`src/rtl/pcss_step_sched.sv`:
```
// Timestep scheduler for the host->chip send stream: forwards config words when idle,
// and in run mode emits each timestep's spikes, a closing TIK word and an idle window.
module pcss_step_sched #(
  parameter int unsigned DATA_WIDTH = 64,
  parameter int unsigned GAP_EXTRA  = 8,
  parameter int unsigned STEP_W     = 16
) (
  input  logic                  clk,
  input  logic                  rst_n,
  input  logic [DATA_WIDTH-1:0] cfg_tdata,
  input  logic                  cfg_tvalid,
  output logic                  cfg_tready,
  input  logic [DATA_WIDTH-1:0] spk_tdata,
  input  logic                  spk_tvalid,
  input  logic                  spk_tlast,
  output logic                  spk_tready,
  output logic [DATA_WIDTH-1:0] out_tdata,
  output logic                  out_tvalid,
  input  logic                  out_tready,
  input  logic                  run_start,
  input  logic [STEP_W-1:0]     run_steps,
  input  logic [31:0]           tik_len,
  input  logic                  abort,
  output logic                  running,
  output logic [STEP_W-1:0]     step_cnt,
  output logic                  done,
  output logic [7:0]            drop_cnt
);

  localparam int unsigned GAP_W     = 33;
  localparam int unsigned TIK_LEN_W = 32;
  localparam int unsigned DROP_W    = 8;
  localparam logic [2:0]  TIK_TYPE  = 3'b011;

  typedef enum logic [2:0] {
    S_IDLE,
    S_SPIKE,
    S_TIK,
    S_GAP,
    S_DONE
  } state_e;

  state_e                state_q, state_d;
  logic                  active_q;
  logic [DATA_WIDTH-1:0] out_tdata_q, out_tdata_d;
  logic                  out_tvalid_q, out_tvalid_d;
  logic                  running_q, running_d;
  logic [STEP_W-1:0]     step_cnt_q, step_cnt_d;
  logic [STEP_W-1:0]     steps_q, steps_d;
  logic [TIK_LEN_W-1:0]  tik_len_q, tik_len_d;
  logic [GAP_W-1:0]      gap_cnt_q, gap_cnt_d;
  logic                  aborted_q, aborted_d;
  logic                  done_q, done_d;
  logic [DROP_W-1:0]     drop_cnt_q, drop_cnt_d;
  logic                  buf_free;

  // State and datapath registers
  always_ff @(posedge clk or negedge rst_n) begin
    if (!rst_n) begin
      state_q      <= S_IDLE;
      active_q     <= 1'b0;
      out_tdata_q  <= '0;
      out_tvalid_q <= 1'b0;
      running_q    <= 1'b0;
      step_cnt_q   <= '0;
      steps_q      <= '0;
      tik_len_q    <= '0;
      gap_cnt_q    <= '0;
      aborted_q    <= 1'b0;
      done_q       <= 1'b0;
      drop_cnt_q   <= '0;
    end else begin
      state_q      <= state_d;
      active_q     <= 1'b1;
      out_tdata_q  <= out_tdata_d;
      out_tvalid_q <= out_tvalid_d;
      running_q    <= running_d;
      step_cnt_q   <= step_cnt_d;
      steps_q      <= steps_d;
      tik_len_q    <= tik_len_d;
      gap_cnt_q    <= gap_cnt_d;
      aborted_q    <= aborted_d;
      done_q       <= done_d;
      drop_cnt_q   <= drop_cnt_d;
    end
  end

  // Next-state, output buffer and handshake logic
  always_comb begin
    state_d      = state_q;
    out_tdata_d  = out_tdata_q;
    out_tvalid_d = out_tvalid_q && !out_tready;
    running_d    = running_q;
    step_cnt_d   = step_cnt_q;
    steps_d      = steps_q;
    tik_len_d    = tik_len_q;
    gap_cnt_d    = gap_cnt_q;
    aborted_d    = aborted_q;
    done_d       = 1'b0;
    drop_cnt_d   = drop_cnt_q;
    cfg_tready   = 1'b0;
    spk_tready   = 1'b0;
    buf_free     = active_q && (!out_tvalid_q || out_tready);

    case (state_q)
      S_IDLE: begin
        cfg_tready = buf_free;
        if (cfg_tvalid && buf_free) begin
          out_tvalid_d = 1'b1;
          out_tdata_d  = cfg_tdata;
        end
        if (run_start) begin
          step_cnt_d = '0;
          if (run_steps != '0) begin
            state_d   = S_SPIKE;
            steps_d   = run_steps;
            tik_len_d = tik_len;
            running_d = 1'b1;
            aborted_d = 1'b0;
          end else begin
            done_d = 1'b1;
          end
        end
      end
      S_SPIKE: begin
        // Every word is a single beat, so any cycle is a safe abort point
        if (abort) begin
          aborted_d = 1'b1;
          state_d   = S_TIK;
        end else begin
          spk_tready = buf_free;
          if (spk_tvalid && buf_free) begin
            if (spk_tdata[58:56] == TIK_TYPE) begin
              if (drop_cnt_q != '1) drop_cnt_d = drop_cnt_q + DROP_W'(1);
            end else begin
              out_tvalid_d = 1'b1;
              out_tdata_d  = spk_tdata;
            end
            if (spk_tlast) state_d = S_TIK;
          end
        end
      end
      S_TIK: begin
        if (abort) aborted_d = 1'b1;
        if (buf_free) begin
          out_tvalid_d = 1'b1;
          out_tdata_d  = DATA_WIDTH'({5'b0, TIK_TYPE, 24'b0, tik_len_q});
          gap_cnt_d    = GAP_W'(tik_len_q) + GAP_W'(GAP_EXTRA);
          state_d      = S_GAP;
        end
      end
      S_GAP: begin
        if (abort) aborted_d = 1'b1;
        // The window only starts once the TIK word has left the buffer
        if (!out_tvalid_q) begin
          if (gap_cnt_q != '0) begin
            gap_cnt_d = gap_cnt_q - GAP_W'(1);
          end else begin
            step_cnt_d = step_cnt_q + STEP_W'(1);
            if (aborted_q || abort || (step_cnt_d == steps_q)) begin
              state_d   = S_DONE;
              running_d = 1'b0;
              done_d    = 1'b1;
            end else begin
              state_d = S_SPIKE;
            end
          end
        end
      end
      S_DONE: begin
        state_d = S_IDLE;
      end
      default: begin
        state_d = S_IDLE;
      end
    endcase
  end

  assign out_tdata  = out_tdata_q;
  assign out_tvalid = out_tvalid_q;
  assign running    = running_q;
  assign step_cnt   = step_cnt_q;
  assign done       = done_q;
  assign drop_cnt   = drop_cnt_q;

endmodule

```
`config.mk`:
```
export PLATFORM = sky130hd
export DESIGN_NAME = pcss_step_sched
export DESIGN_NICKNAME = d
export VERILOG_FILES = /design/src/rtl/pcss_step_sched.sv
export SDC_FILE = /design/constraint.sdc
export NUM_CORES = 1
export LEC_CHECK = 0
export CAP_MARGIN = 20
export CELL_PAD_IN_SITES_DETAIL_PLACEMENT = 1
export CELL_PAD_IN_SITES_GLOBAL_PLACEMENT = 1
export CORE_AREA = 2 2 159 161
export CTS_CLUSTER_SIZE = 40
export DETAILED_ROUTE_END_ITERATION = 10
export DIE_AREA = 0 0 161 163
export GPL_TIMING_DRIVEN = 0
export PLACE_DENSITY = 0.87
export SETUP_SLACK_MARGIN = 0.02
export SLEW_MARGIN = 20
export SYNTH_ARGS = -nofsm -noshare
export SYNTH_HDL_FRONTEND = slang
export SYNTH_SLANG_ARGS = --single-unit
```
`constraint.sdc`:
```
create_clock -name clk -period 6.5 [get_ports clk]
set_input_delay 0.975 -clock clk [delete_from_list [all_inputs] [get_ports clk]]
set_output_delay 0.975 -clock clk [all_outputs]
set_load 0.02 [all_outputs]
```
# After elaboration in Yosys (flattened, before gate mapping)
# Index checks and enable logic that the tools add are counted.
[op_classes] mux=49 n_reduce_logical=25 eq_ne=20 n_bitwise=1 n_addsub=4
[ops] op="$mux 64" n=5
[ops] op="$pmux 64 s3" n=1
[ops] op="$mux 33" n=3
[ops] op="$pmux 33 s2" n=1
[ops] op="$mux 16" n=3
[ops] op="$add 32x4->33 const B" n=1
[ops] op="$reduce_bool 33->1" n=1
[ops] op="$sub 33x1->33 const B" n=1
[ops] op="$pmux 16 s2" n=1
[ops] op="$mux 3" n=9
[ops] op="$ne 2x2->1 const B" n=11
[ops] op="$mux 1" n=21
[ops] op="$add 16x1->16 const B" n=1
[ops] op="$eq 16x16->1" n=1
[ops] op="$reduce_bool 16->1" n=1
[ops] op="$pmux 3 s4" n=1
[ops] op="$reduce_and 4->1" n=3
[ops] op="$reduce_and 6->1" n=2
[ops] op="$eq 3x2->1 const B" n=3
[ops] op="$add 8x1->8 const B" n=1
[ops] op="$ne 8x8->1 const B" n=1
[ops] op="$reduce_and 7->1" n=1
[ops] op="$ne 3x3->1 const B" n=2
[ops] op="$pmux 1 s2" n=3
[ops] op="other kinds (13)" n=21
[totals] elab_cells=111 input_bits=184 register_bits=177 output_inout_bits=93

# Longest topological paths before layout
# Gate-level depths: netlist of the first run.
[logic_depth] ltp_word=7 depth_mapped=10 ltp_nobuf=9

# Worst setup path before layout of the first run
# OpenSTA, ideal clock, no wires.
[synth_path] path_kind="input-to-output" startpoint="in out_tready" endpoint="out spk_tready" setup_slack_ns=3.998 arrival_ns=1.527 path_buffers=0 stages=3 required_ns=5.525 cell_sequence="nand2b_1 -> nand2_1 -> nor2_1"
[synth_between] elab_chain_cells=4
[synth_rtl] element="start, declared" line_no="19" text="input logic out_tready,"
[synth_rtl] element="$logic_or 1x1->1" line_no="103" text="buf_free = active_q && (!out_tvalid_q || out_tready);"
[synth_rtl] element="$logic_and 1x1->1" line_no="103"
[synth_rtl] element="$mux 1" line_no="127" text="if (abort) begin"
[synth_rtl] element="$mux 1" line_no="105" text="case (state_q)"
[synth_rtl] element="end, declared" line_no="16" text="output logic spk_tready,"
# Every way passes these cells.

# Worst setup path after layout of the first run
# Ends and elaborated chain as after synthesis.

==> results, run 1 <==
- The number of antenna diodes is 0.
- For this design, the slowest cell found on the critical path is sky130_fd_sc_hd__clkdlybuf4s50_1.
- The HPWL after detailed placement is 27100 um.
- The share of total power dissipated in sequential elements is 32.5%.
- Of the total power, the share spent switching nets is 45.4%.
- The proportion of register bits with asynchronous set or reset after synthesis is 100%.
- The weighted congestion reported at the end of routability-driven placement is 0.907.
- Traced cell by cell, the critical path runs through clkdlybuf4s50_1 -> nand2b_1 -> nand2_1 -> nor2_1 -> clkdlybuf4s50_1.
- Combinational logic is responsible for 50.7% of the overall power.
- The clock transition at the register clock pins on the worst setup and hold paths after CTS is 0.08 ns.
- The classification of the worst setup path is input pin to output port.
- Once layout is complete, the cells apart from fillers number ~1600.
- By instance count, the cell type seen most on the critical path is sky130_fd_sc_hd__clkdlybuf4s50_1.
- The sequential share of the synthesized area is 46.9%.
- The stage delay of the slowest cell on the critical path is roughly 0.65 ns.
- Of the post-synthesis cell area, the dominant cell type holds between 40% and 50%.
- Setup repair after global routing left no endpoint under its margin.
- The kind of start point of the critical path is an input pin.
- The average size of a mapped cell is 9.40 um2.
- The final net count is 1490.
- The critical path required time is 5.52 ns.
- For this block, the initial DRC count from the detailed router was 712.
- The number of buffers added by the clock tree synthesis step is 17.
- The tightest min-delay check is of the input pin to asynchronous set/reset pin type.
- The number of setup buffers added after CTS is 0.
- Once the floorplan was initialized, standard cells occupied 38.3% of the core.
- The x dimension of the die is 161 um.
- The initial antenna violation count is 0.
- The achievable clock frequency is 285 MHz.
- The flow ran to the end, and the final reports show no timing, DRC or antenna violations.
- For this run, the number of Yosys warnings is 0.
- The routed wire length is 36500 um.
- The synthesized netlist occupies a cell area of 9450 um2.
- The net switching power is 0.00286 W.
- The fraction of layout cells with a size suffix above 1 is 9.28%.
- The worst-margin pin slew is between 0.9 and 1 ns.
- The number of hold violations in the final report is 0.
- The count of max-cap constraint violations is 0.
- The largest total area in the synthesized netlist belongs to sky130_fd_sc_hd__dfrtp_1.
- The clock network is responsible for between 10% and 20% of the overall power.
- The maximum fanout along the worst path is 6.
- The worst setup timing slack at the placement stage is 2.62 ns.
- The utilization after layout is 53.8%.
- In this run, synthesis produced a sequential element count of 177.
- The routed layout has 9564 vias.
- The wire length of the first global-routing pass is 56500 um.
- When the netlist entered floorplanning its net count stood at 1193.
- The H-tree level count is 4.
- After clock tree synthesis, the flow added hold-fix buffers numbering 0.
- The area growth from synthesis to layout is 40.5%.
- The first detailed-routing pass ran for 5 iterations.
- Of the available clock period, the critical path in the final layout requires a little over half.
- No sink is reached through more buffers than the 2 on the longest clock path.
- The overall die height is 163 um.
- The per-cell routed wire length is 22.2 um.
- The library cell used as clock root buffer is sky130_fd_sc_hd__clkbuf_16.
- Across all setup checks in the final design, the least slack found is 2.99 ns.
- Synthesis handed over a netlist of 1005 instances.
- Between clock sinks in the finished design, the worst skew comes to 0.0197 ns.
- TritonCTS built the clock tree.
- The post-route minimum period is 3.51 ns.
- The number of global-route vias before repair is slightly above 10000.
- The top flip-flop cell by instance count after synthesis is sky130_fd_sc_hd__dfrtp_1.
- The total of cells resized after clock tree synthesis is 0.
- In this run the static leakage power is 5.19 nW.
- The number of enable-type register cells in the synthesized netlist is 0.
- The count of distinct cell types in the synthesized netlist is 69.
- The overall power is about 0.0063 W.
- By area the synthesized netlist is led by sky130_fd_sc_hd__dfrtp_1 (47%), sky130_fd_sc_hd__mux2_2 (6.0%), sky130_fd_sc_hd__a22oi_1 (5.5%), sky130_fd_sc_hd__nor2_1 (4.8%), sky130_fd_sc_hd__a21oi_1 (4.0%).
- Across every metal layer, demand over resource in global routing totals 27.6%.
- During placement, the flow inserted port buffers numbering 276.
- The insertion delay of the later-clocked pin in the worst-skew pair is ~0.45 ns.
- The I/O pin count is 277.
- The library cells used most frequently in the layout, excluding fill and tap cells, are sky130_fd_sc_hd__clkdlybuf4s50_1 (275), sky130_fd_sc_hd__dfrtp_1 (177), sky130_fd_sc_hd__nor2_1 (120), sky130_fd_sc_hd__nand2_1 (83), sky130_fd_sc_hd__a21oi_1 (75).
- The data arrival time at the worst-slack endpoint is between 2 and 3 ns.
- The library cell used most frequently in the layout, excluding fill and tap cells, is sky130_fd_sc_hd__clkdlybuf4s50_1.
- The floorplan step defined a core boundary enclosing 24700 um2.
- The detail route stage leaves a number of antenna-violating nets equal to 0.
- The cell-internal power is 0.00344 W.
- Across all hold checks on the routed design, the worst slack comes to 0.495 ns.
- The total DRC errors in the routed layout is 0.
- The type of destination of the critical path is an output port.
- The final-report max-slew violation count is 0.
- The pin count of the biggest net entering global routing is 76.
- The clock drives between 150 and 200 sinks.
- The routed via count divided by cell count is between 5 and 6.
- In this run, placement finished with an instance count of 1613.
- The areal power density over the cells is 474 nW/um2.
- The die covers 26200 um2.
- Global routing finished with a remaining overflow of 0.
- Across the VDD grid, the largest voltage drop is 0.000209 V.
- The remaining max-slew budget at the tightest pin is between 30% and 40%.
- The number of endpoints failing setup at the final stage is 0.
- The count of standard-cell rows is 58.
==> layer usage <==
| metal | vias to the layer above | GRT usage (%) | routed length (um) |
|---|---|---|---|
| li1 | 4284 | - | - |
| met1 | 4828 | 34.3 | 14800 |
| met2 | 367 | 47.9 | 18400 |
| met3 | 85 | 4.10 | 1920 |
| met4 | 0 | 11.8 | 1310 |
| met5 | - | 0 | 0 |
==> registers in the layout, summed over array words and instances, names as in the netlist <==
name / cells
aborted_q: 1
active_q: 1
done: 1
drop_cnt: 8
gap_cnt_q: 33
out_tdata: 64
out_tvalid: 1
running: 1
state_q: 3
step_cnt: 16
steps_q: 16
tik_len_q: 32
==> synth_stat cells, types with 2 or more instances <==
library cell                  n
sky130_fd_sc_hd__and4_1       4
sky130_fd_sc_hd__o22ai_1      3
sky130_fd_sc_hd__or4_4        3
sky130_fd_sc_hd__a22oi_1     69
sky130_fd_sc_hd__xnor2_1     37
sky130_fd_sc_hd__clkbuf_1    42
sky130_fd_sc_hd__o31ai_1      5
sky130_fd_sc_hd__nor2b_1      2
sky130_fd_sc_hd__nand3b_1     2
sky130_fd_sc_hd__nand2_1     83
sky130_fd_sc_hd__a31oi_1     40
sky130_fd_sc_hd__nor3_1      24
sky130_fd_sc_hd__buf_1        4
sky130_fd_sc_hd__nand4_1     16
sky130_fd_sc_hd__nor3b_1      3
sky130_fd_sc_hd__o21ai_1      5
sky130_fd_sc_hd__a21oi_1     75
sky130_fd_sc_hd__a32o_1       3
sky130_fd_sc_hd__o21ai_0     61
sky130_fd_sc_hd__buf_6        2
sky130_fd_sc_hd__or4_1        2
sky130_fd_sc_hd__or3_1        3
sky130_fd_sc_hd__dfrtp_1    177
sky130_fd_sc_hd__a211oi_1     3
sky130_fd_sc_hd__and3_1      13
sky130_fd_sc_hd__a22o_1       2
sky130_fd_sc_hd__nor4_2       3
sky130_fd_sc_hd__mux2_2      50
sky130_fd_sc_hd__o41ai_2      2
sky130_fd_sc_hd__buf_2       14
sky130_fd_sc_hd__nand2b_1     7
sky130_fd_sc_hd__o22a_1       5
sky130_fd_sc_hd__ha_1         4
sky130_fd_sc_hd__nor2_1     120
sky130_fd_sc_hd__o211ai_1     3
sky130_fd_sc_hd__nand3_1     30
sky130_fd_sc_hd__and2_1       6
sky130_fd_sc_hd__xor2_1      18
sky130_fd_sc_hd__o41ai_1      4
sky130_fd_sc_hd__o21ai_2      3
sky130_fd_sc_hd__inv_1       12
sky130_fd_sc_hd__o2bb2ai_1    3
sky130_fd_sc_hd__nor4_1      12
==> final cells by class <==
| type | count | area, um2 |
|---|---|---|
| multi-input combinational | 754 | 4710 |
| clock buffer | 18 | 429 |
| sequential | 177 | 4430 |
| clock inverter | 14 | 168 |
| timing repair buffer | 278 | 2820 |
| tap | 330 | 413 |
| inverter | 12 | 45.0 |
| fill | 2813 | 11400 |
| buffer | 62 | 265 |
==> worst max-delay path: cells and delay by family <==
| family | cells | cell delay (ns) |
|---|---|---|
| buffers and inverters | 2 | 1.10 |
| AND/OR/NAND/NOR | 3 | 0.46 |
==> final timing paths <==
path | start | endpoint | slack (ns) | depth (start not counted)
max in group asynchronous | rst_n | out_tdata[4] | 5.26 | 2
min in group clk | aborted_q | aborted_q | 0.51 | 2
hold reg to reg | aborted_q | aborted_q | 0.51 | 2
setup / recovery | out_tready | spk_tready | 2.99 | 5
setup reg to reg | state_q[0] | out_tdata[28] | 3.17 | 8
hold / removal | rst_n | steps_q[10] | 0.50 | 1
==> power groups by stage <==
| stage | clock [W] | combinational (W) | sequential, W |
|---|---|---|---|
| floorplan | 0 | 0.00168 | 0.00218 |
| global placement | 0 | 0.00303 | 0.00202 |
| detailed placement | 0 | 0.00315 | 0.00205 |
| CTS | 0.00107 | 0.00319 | 0.00204 |
| global route | 0.00111 | 0.00345 | 0.00211 |
| finish | 0.00106 | 0.00319 | 0.00205 |
==> cells by family (layout without fill, tap and decap cells) <==
kind of cell    Yosys count  in the layout  synth area share, %
simple gates            346            346                 18.2
other cells               1              1               0.0397
fa+ha+maj                 4              4                0.530
flops                   177            177                 46.9
xor+xnor                 55             55                 5.10
compound gates          297            297                 19.9
mux                      51             51                 6.06
buf+inv                  74            384                 3.28
==> through the flow <==
stage | cell area [um2] | TNS (ns)
after global routing | 13300 | 0
after global placement | 12600 | -560.19
after floorplan | 9450 | 0
after CTS | 13300 | 0
after detailed placement | 12700 | 0
final | 13300 | 0
Power figures use the tool's default switching activity.
==> run 2, diff against run 1 <==
- CORE_AREA: 2 2 159 161 -> 2 2 175 177
- DIE_AREA: 0 0 161 163 -> 0 0 177 179
- PLACE_DENSITY: 0.87 -> 0.77
- clock period: 6.5 -> 3.1 ns (I/O delays scaled with it)
==> run 2 against run 1 <==
Sequential cell count is the same; register-to-register slack lost 3.1 ns; non-clock buffer count grew 3; first-iteration DRC count shrank 26%; core utilization shrank 9.2 points.
==> results, run 2 (same netlist as run 1, synthesis figures left out) <==
- In this run the power density over the cells is 974 nW/um2.
- STA classifies the critical path endpoint as a flip-flop.
- The number of endpoints failing setup at the final stage is 0.
- For this run, the top clock speed supported by timing is 331 MHz.
- The global route total overflow is 0.
- The register with the most flip-flops in the layout has 64 of them.
- The count of max-cap constraint violations is 0.
- The number of optimization iterations in the first detailed-route pass is 5.
- The initial detailed-routing violation count is 530.
- The tree built by TritonCTS fans out to 177 sinks.
- Clock-pin slew was measured on the worst setup and hold paths at about 0.080 ns.
- STA puts the critical path data required time at 3.42 ns.
- The die is 179 um tall.
- Detailed routing inserted a total of 9269 vias.
- The number of global-route vias before repair came to 9634.
- The number of buffers added by the clock tree synthesis step is 17.
- The first global-routing pass estimated 54100 um of wire.
- The H-tree generated during clock tree synthesis spans 4 levels.
- The worst voltage drop across the vdd grid is 0.000441 V.
- The CTS tree is done.
- The met3 wirelength from detailed routing is 1880 um.
- Data on the critical path arrives at its endpoint at 3.33 ns.
- Measured against its own limit, the worst slew margin works out to between 30% and 40%.
- The worst-case clock skew is 0.0187 ns.
- The initial antenna violation count is 1.
- The final-report max-slew violation count is 0.
- For this run, the slowest stage of the critical path takes 0.51 ns.
- The gate family responsible for the most delay along the worst path is simple AND/OR/NAND/NOR gates.
- The initial core utilization is 31.5%.
- The library cells used most frequently in the layout, excluding fill and tap cells, are sky130_fd_sc_hd__clkdlybuf4s50_1 (275), sky130_fd_sc_hd__dfrtp_1 (177), sky130_fd_sc_hd__nor2_1 (119), sky130_fd_sc_hd__nand2_1 (83), sky130_fd_sc_hd__a21oi_1 (75).
- The number of hold violations in the final report came to 0.
- The routed via count divided by cell count is 5.41.
- In this run the standard cell core region covers 30000 um2.
- Together, buffers and inverters on the worst path number 2.
- In this run the worst path has a maximum fanout of 10.
- In this run the worst hold path is classified as input pin to asynchronous set/reset pin.
- The HPWL after detailed placement is about 27000 um.
- The number of cells in the finished layout apart from fillers is 1714.
- Routability-driven placement finished with a final weighted congestion of 0.847.
- The slowest stage of the critical path belongs to the cell sky130_fd_sc_hd__or4b_4.
- The floorplan step defined a die boundary enclosing 31700 um2.
- The design draws 0.0131 W.
- The static leakage is ~5.2 nW.
- The floorplan has 64 rows.
- The library cell used as clock root buffer is sky130_fd_sc_hd__clkbuf_16.
- The pin count of the biggest net entering global routing is 75.
- After routing the design area is 13400 um2.
- In this run the horizontal extent of the chip is 177 um.
- The kind of start point of the critical path is a flip-flop.
- The fraction of layout cells with a size suffix above 1 is 10.3%.
- In the final routed layout, each cell accounts on average for 20.7 um.
- For this run, design rule violations remaining after detail routing come to 0.
- After the last flow step, the layout net total stands at 1493.
- The post-route fraction of the period consumed by the critical path is 97.3%.
- The clock passes through at most 2 buffers.
- The flow ran to the end, and the final reports show no timing, DRC or antenna violations.
- For this run, the total global-route usage over all layers was measured as 22.0%.
- The most common cell after layout, fill and taps aside is sky130_fd_sc_hd__clkdlybuf4s50_1.
- The detailed router put a total of 15200 um of wire on met1.
- The count of nets left with antenna violations once routing finished came out at 0.
- Hold timing on the final database bottoms out at a slack of 0.469 ns.
- Relative to the synthesized area, the layout overhead comes to 41.9%.
- For the pin with the worst max-slew slack, the measured transition is between 0.9 and 1 ns.
- The critical path is of the flip-flop to flip-flop type.
- Counting tap cells, the placed design contains a total of 1679 instances.
- The routed wire length is 35500 um.
- The cell area reported after detailed placement is 12800 um2.
- Walking the worst path, the cells encountered are inv_1 -> ha_2 -> or4b_4 -> and4bb_2 -> nand3_1 -> nor4_4 -> o21ai_4 -> buf_6 -> o21ai_1 -> o41ai_2.
- The insertion delay of the later-clocked pin in the worst-skew pair is about 0.45 ns.
- The highest routed metal layer is met4.
- 277 I/O pins were placed.
- The smallest clock period supported by the final layout is computed as between 3 and 4 ns.
- In this run the tool buffered the top-level ports with roughly 280 buffer cells.
- The sum of met2 wire segment lengths after detailed routing is 17500 um.
run 2: cell types whose count changed in the layout (fill, tap and decap cells not counted), moves of 2 or more:
cell	delta
sky130_fd_sc_hd__clkbuf_1	-3
sky130_fd_sc_hd__nor4_2	+2
sky130_fd_sc_hd__buf_4	+2
sky130_fd_sc_hd__nor3_2	+2
sky130_fd_sc_hd__clkinv_8	-3
sky130_fd_sc_hd__nor3_1	-2
sky130_fd_sc_hd__nor4_1	-2
sky130_fd_sc_hd__clkinvlp_4	+2
run 2: what timing repair did:
item	CTS	global route
pin swaps	0	1
buffers inserted	0	2
hold buffers	1	0
gates resized for setup	2	12
hold endpoints to repair	38	0
endpoints found under the setup margin	50	71
run 2: cell type report:
type | instances | area, um2
fill | 3425 | 16600
multi-input combinational | 754 | 4760
sequential | 177 | 4430
timing repair buffer | 281 | 2850
tap | 396 | 495
clock buffer | 17 | 425
buffer | 62 | 268
clock inverter | 14 | 138
inverter | 12 | 45.0
antenna | 1 | 2.50
run 2: per-stage QoR:
| step | util [%] | TNS [ns] | setup WS (ns) |
|---|---|---|---|
| 2_1_floorplan | - | 0 | 0.614 |
| 3_3_place_gp | 42.3 | -1119.80 | -6.28 |
| 3_5_place_dp | 42.5 | -12.62 | -0.312 |
| 4_1_cts | 44.4 | 0 | 0.0662 |
| 5_1_grt | 44.7 | -0.0498 | -0.0498 |
| 6_report | 44.7 | 0 | 0.0825 |
run 2: path summary, 6_finish.rpt:
path / start / end / slack [ns] / depth (start not counted)
setup / recovery: gap_cnt_q[0] / step_cnt[12] / 0.08 / 10
hold / removal: rst_n / steps_q[10] / 0.47 / 2
setup reg to reg: gap_cnt_q[0] / step_cnt[12] / 0.08 / 10
hold reg to reg: aborted_q / aborted_q / 0.49 / 2
max in group asynchronous: rst_n / gap_cnt_q[17] / 1.55 / 4
min in group clk: aborted_q / aborted_q / 0.49 / 2
run 2: worst reg2reg max path: stages (launching register included):
cell	delay [ns]
sky130_fd_sc_hd__dfrtp_1	0.43
sky130_fd_sc_hd__inv_1	0.09
sky130_fd_sc_hd__ha_2	0.24
sky130_fd_sc_hd__or4b_4	0.51
sky130_fd_sc_hd__and4bb_2	0.34
sky130_fd_sc_hd__nand3_1	0.16
sky130_fd_sc_hd__nor4_4	0.39
sky130_fd_sc_hd__o21ai_4	0.17
sky130_fd_sc_hd__buf_6	0.20
sky130_fd_sc_hd__o21ai_1	0.22
sky130_fd_sc_hd__o41ai_2	0.14
run 2: power by group:
group	internal (W)	total, W	switching, W
registers	0.00332	0.00427	0.000944
logic	0.00281	0.00664	0.00383
clock network	0.00107	0.00215	0.00109
total	0.00720	0.0131	0.00586
run 2: layer usage:
metal	up-vias	track usage, %
li1	4284	-
met1	4651	28.4
met2	279	37.1
met3	55	3.86
met4	0	7.85
met5	-	0
==> RTL edit 1 (settings of run 2) <==
Set the parameter `STEP_W` to 32 (it was 16).
--- a/src/rtl/pcss_step_sched.sv
+++ b/src/rtl/pcss_step_sched.sv
@@ -3,7 +3,7 @@
 module pcss_step_sched #(
   parameter int unsigned DATA_WIDTH = 64,
   parameter int unsigned GAP_EXTRA  = 8,
-  parameter int unsigned STEP_W     = 16
+  parameter int unsigned STEP_W     = 32
 ) (
   input  logic                  clk,
   input  logic                  rst_n,
Interface: changed (resized run_steps and step_cnt); port bits go from 277 to 309. No check against the original RTL was run, so the function may have changed too.
==> RTL edit 1 against run 2 <==
- area after synthesis increased by 24%
- total power decreased by 10%
- die area unchanged
- cell area increased by 25%
- via count increased by 37%
- clock skew decreased by 7.8 ps
- hold slack got worse by 44 ps
- sequential cell count increased by 32
- count of clock-buffer cells in the layout increased by 21
- global-route usage increased by 8.6 points
- core utilization increased by 11 points
- wire length increased by 40%
- setup slack got worse by 67 ps
- highest routed layer unchanged
==> RTL edit 1: results <==
metrics = {
    "sta": {
        "slew_headroom_pct": 35.7,
        "fin_worst_skew_ps": 10.9,
    },
    "global_route": {
        "grt.total_usage_pct": 30.6,
        "grt_pass1_wl_um": 75500,
        "grt_max_degree": 91,
        "grt_pass1_vias": 12842,
        "antenna_found_initial": 0,
    },
    "power": {
        "combinationalPowerShare_pct": 34.8,
        "p_leak_nw": 6.91,
        "internal-power_mw": 7.53,
        "vdd_drop_max_uv": 427,
        "p_sw_share_pct": 35.6,
    },
    "place": {
        "dp_hpwl_um": 36800,
        "placed_area_sq_um": 15400,
        "placed_cells": 2130,
        "dp_slack_ps": -978,
        "numPortBuffers": 308,
    },
    "setup_path": {
        "arrival_ps": 3460,
        "worstPathMaxFanout": 7,
    },
    "final_layout": {
        "layout.nets": 1988,
        "drive_above_1_share_pct": 8.38,
        "fill_cells": 3556,
        "n_antenna_cell": 0,
    },
    "yosys": {
        "synthTopCellsByCount": "nand2_1, dfrtp_1, nor2_1",
        "synth_compound_area_share_pct": 20.3,
        "yosysSeqAreaShare_pct": 44.5,
        "syn_inst": 1422,
        "synth_area_leaders": "dfrtp_1, nand2_1, a22oi_1, nor2_1, o21ai_0",
        "synth.area.mux_share_pct": 0.352,
        "yosysUniqueCellTypes": 70,
        "synth_fa_ha_area_share_pct": 0.426,
    },
    "clock_network": {
        "clk_transition_reported_paths_ps": 60,
        "clk_latency_ps": 540,
        "clockBufferDepth": 3,
        "htree_levels": 1,
    },
    "drt": {
        "wl_um": 49700,
        "routed_via_density": 5.77,
        "drtIter0Drc": 928,
        "wl_per_cell_um": 22.6,
    },
    "run_status": {
        "status": "complete, no violations",
    },
}
==> RTL edit 1: changes by cell type after synthesis, sizes merged, moves of 8 or more <==
cell	change
or3	+8
nor2	+10
a21oi	+9
nand4	+18
a31oi	+9
clkbuf	+39
nor2b	+9
o21ai	+30
mux2	-49
and4	+10
nand2	+216
xor2	+9
dfrtp	+32
nor4	+13
==> RTL edit 1: area by class of cell <==
cell class                      instances  area [sq um]  share of cell area (%)
Multi-Input combinational cell       1100          6250                    37.3
Sequential cell                       209          5240                    31.2
Timing Repair Buffer                  339          3360                    20.0
Clock buffer                           38           774                    4.62
Tap cell                              396           495                    2.95
Buffer                                 92           449                    2.68
Clock inverter                          7           139                   0.828
Inverter                               17          63.8                   0.380
==> RTL edit 1: per-layer routing <==
metal,vias to the layer above,part of all wire (%),track usage (%)
met5,-,0,0
met4,0,2.7,8.51
met2,405,49,52.4
li1,5826,-,-
met3,84,5.7,3.86
met1,6363,43,40.7
==> RTL edit 1: critical path, cell delays in order (launching register included) <==
cell and delay (ps):
dfrtp_1 520, nand4_1 270, or4_4 610, or3_1 380, a2111oi_2 360, nand4_1 240
o31ai_4 420, o32ai_2 120
==> RTL edit 1: worst paths after layout <==
check | startpoint | end | slack (ps) | cells after the start
setup / recovery | step_cnt[11] | state_q[0] | 20 | 7
hold / removal | rst_n | drop_cnt[0] | 420 | 2
setup reg to reg | step_cnt[11] | state_q[0] | 20 | 7
hold reg to reg | drop_cnt[7] | drop_cnt[7] | 500 | 1
max in group asynchronous | rst_n | tik_len_q[25] | 1520 | 4
min in group clk | tik_len[27] | tik_len_q[27] | 460 | 3
==> RTL edit 1: repair_timing <==
item	4_1_cts	5_1_grt
endpoints found under the hold margin	49	0
endpoints found under the setup margin	139	105
pin swaps	9	9
gates resized for setup	33	83
setup buffers	12	14
hold buffers	1	0
==> RTL edit 2 (config.mk and constraints of run 2) <==
Made on the original files. Make the reset (`rst_n`) synchronous in one clocked block.
--- a/src/rtl/pcss_step_sched.sv
+++ b/src/rtl/pcss_step_sched.sv
@@ -55,7 +55,7 @@
   logic                  buf_free;
 
   // State and datapath registers
-  always_ff @(posedge clk or negedge rst_n) begin
+  always_ff @(posedge clk) begin
     if (!rst_n) begin
       state_q      <= S_IDLE;
       active_q     <= 1'b0;
Formal check against the unedited RTL: differs if rst_n is asserted again (counterexample within 4 cycles, from zero or initial values and one cycle with rst_n low); with rst_n held inactive, the same outputs for 4 cycles.
==> RTL edit 2 against run 2 <==
- wire length grew 11%
- total power decreased by 23%
- area after synthesis shrank 2.9%
- cell area decreased by 2.2%
- setup slack better by 32 ps
- sequential cell count is the same
- core utilization fell by 0.97 points
- first-iteration DRC count increased by 18%
- highest routed layer unchanged
==> RTL edit 2: results <==
metrics = {
    "run_status": {
        "status": "complete, no violations",
    },
    "global_route": {
        "grt_pass1_vias": 10507,
        "grt_use_met1_pct": 31.0,
        "grt_max_degree": 19,
        "grt.total_usage_pct": 24.1,
        "grt_pass1_wl_um": 59500,
    },
    "yosys": {
        "yosysSeqAreaShare_pct": 38.6,
        "synth_fa_ha_area_share_pct": 0.545,
        "synth_compound_area_share_pct": 25.1,
        "synthArstFlopShare_pct": 0,
        "syn_nets": 1373,
    },
    "sta": {
        "slew_headroom_pct": 43.2,
        "fin_worst_skew_ps": 17.8,
    },
    "power": {
        "p_seq_share_pct": 30.1,
        "p_leak_nw": 4.55,
        "pg_clk_mw": 2.30,
        "vdd_drop_max_uv": 437,
        "p_sw_share_pct": 44.3,
    },
    "drt": {
        "drtIter0Drc": 623,
        "wl_per_cell_um": 20.8,
    },
    "final_layout": {
        "multi_input_area_sq_um": 5230,
        "fill_cells": 3666,
        "register_area_sq_um": 3540,
        "num-multi-input-gates": 903,
        "finalInstanceArea_sq_um": 13100,
    },
    "setup_path": {
        "rr_endpoint": "gap_cnt_q[20]",
        "arrival_ps": 3310,
        "worstSetupStartpoint": "state_q[1]",
        "crit_family": "buffers and inverters",
    },
    "place": {
        "placed_area_sq_um": 12400,
    },
}
[RTL edit 2: changes by cell type after synthesis, moves of 34 or more]
cell | run 2 | this run
a31oi_1 | 40 | 5
mux2_2 | 50 | 0
dfrtp_1 | 177 | 0
a21oi_1 | 75 | 113
a311oi_1 | 0 | 34
nand2_1 | 83 | 191
dfxtp_1 | 0 | 177
[RTL edit 2: stage by stage]
stage / hold slack [ps] / setup slack (ps) / util [%] / setup TNS, ps
after detailed placement: 464 / -402 / 41.4 / -6570
after global placement: 457 / -315 / 41.4 / -11750
after global routing: 493 / 10.4 / 43.7 / 0
after CTS: 475 / 41.0 / 43.5 / 0
final: 472 / 114 / 43.7 / 0
after floorplan: 448 / 553 / - / 0
[RTL edit 2: layer usage]
layer	share of wire [%]	vias to the layer above
met5	0	-
met4	2.4	0
li1	-	4894
met2	48	309
met1	43	5088
met3	6.2	66
[RTL edit 2: repair_timing]
action / in CTS / in global routing
setup buffers: 0 / 2
setup endpoints to repair: 56 / 30
resized for setup: 5 / 12
gates cloned: 0 / 0
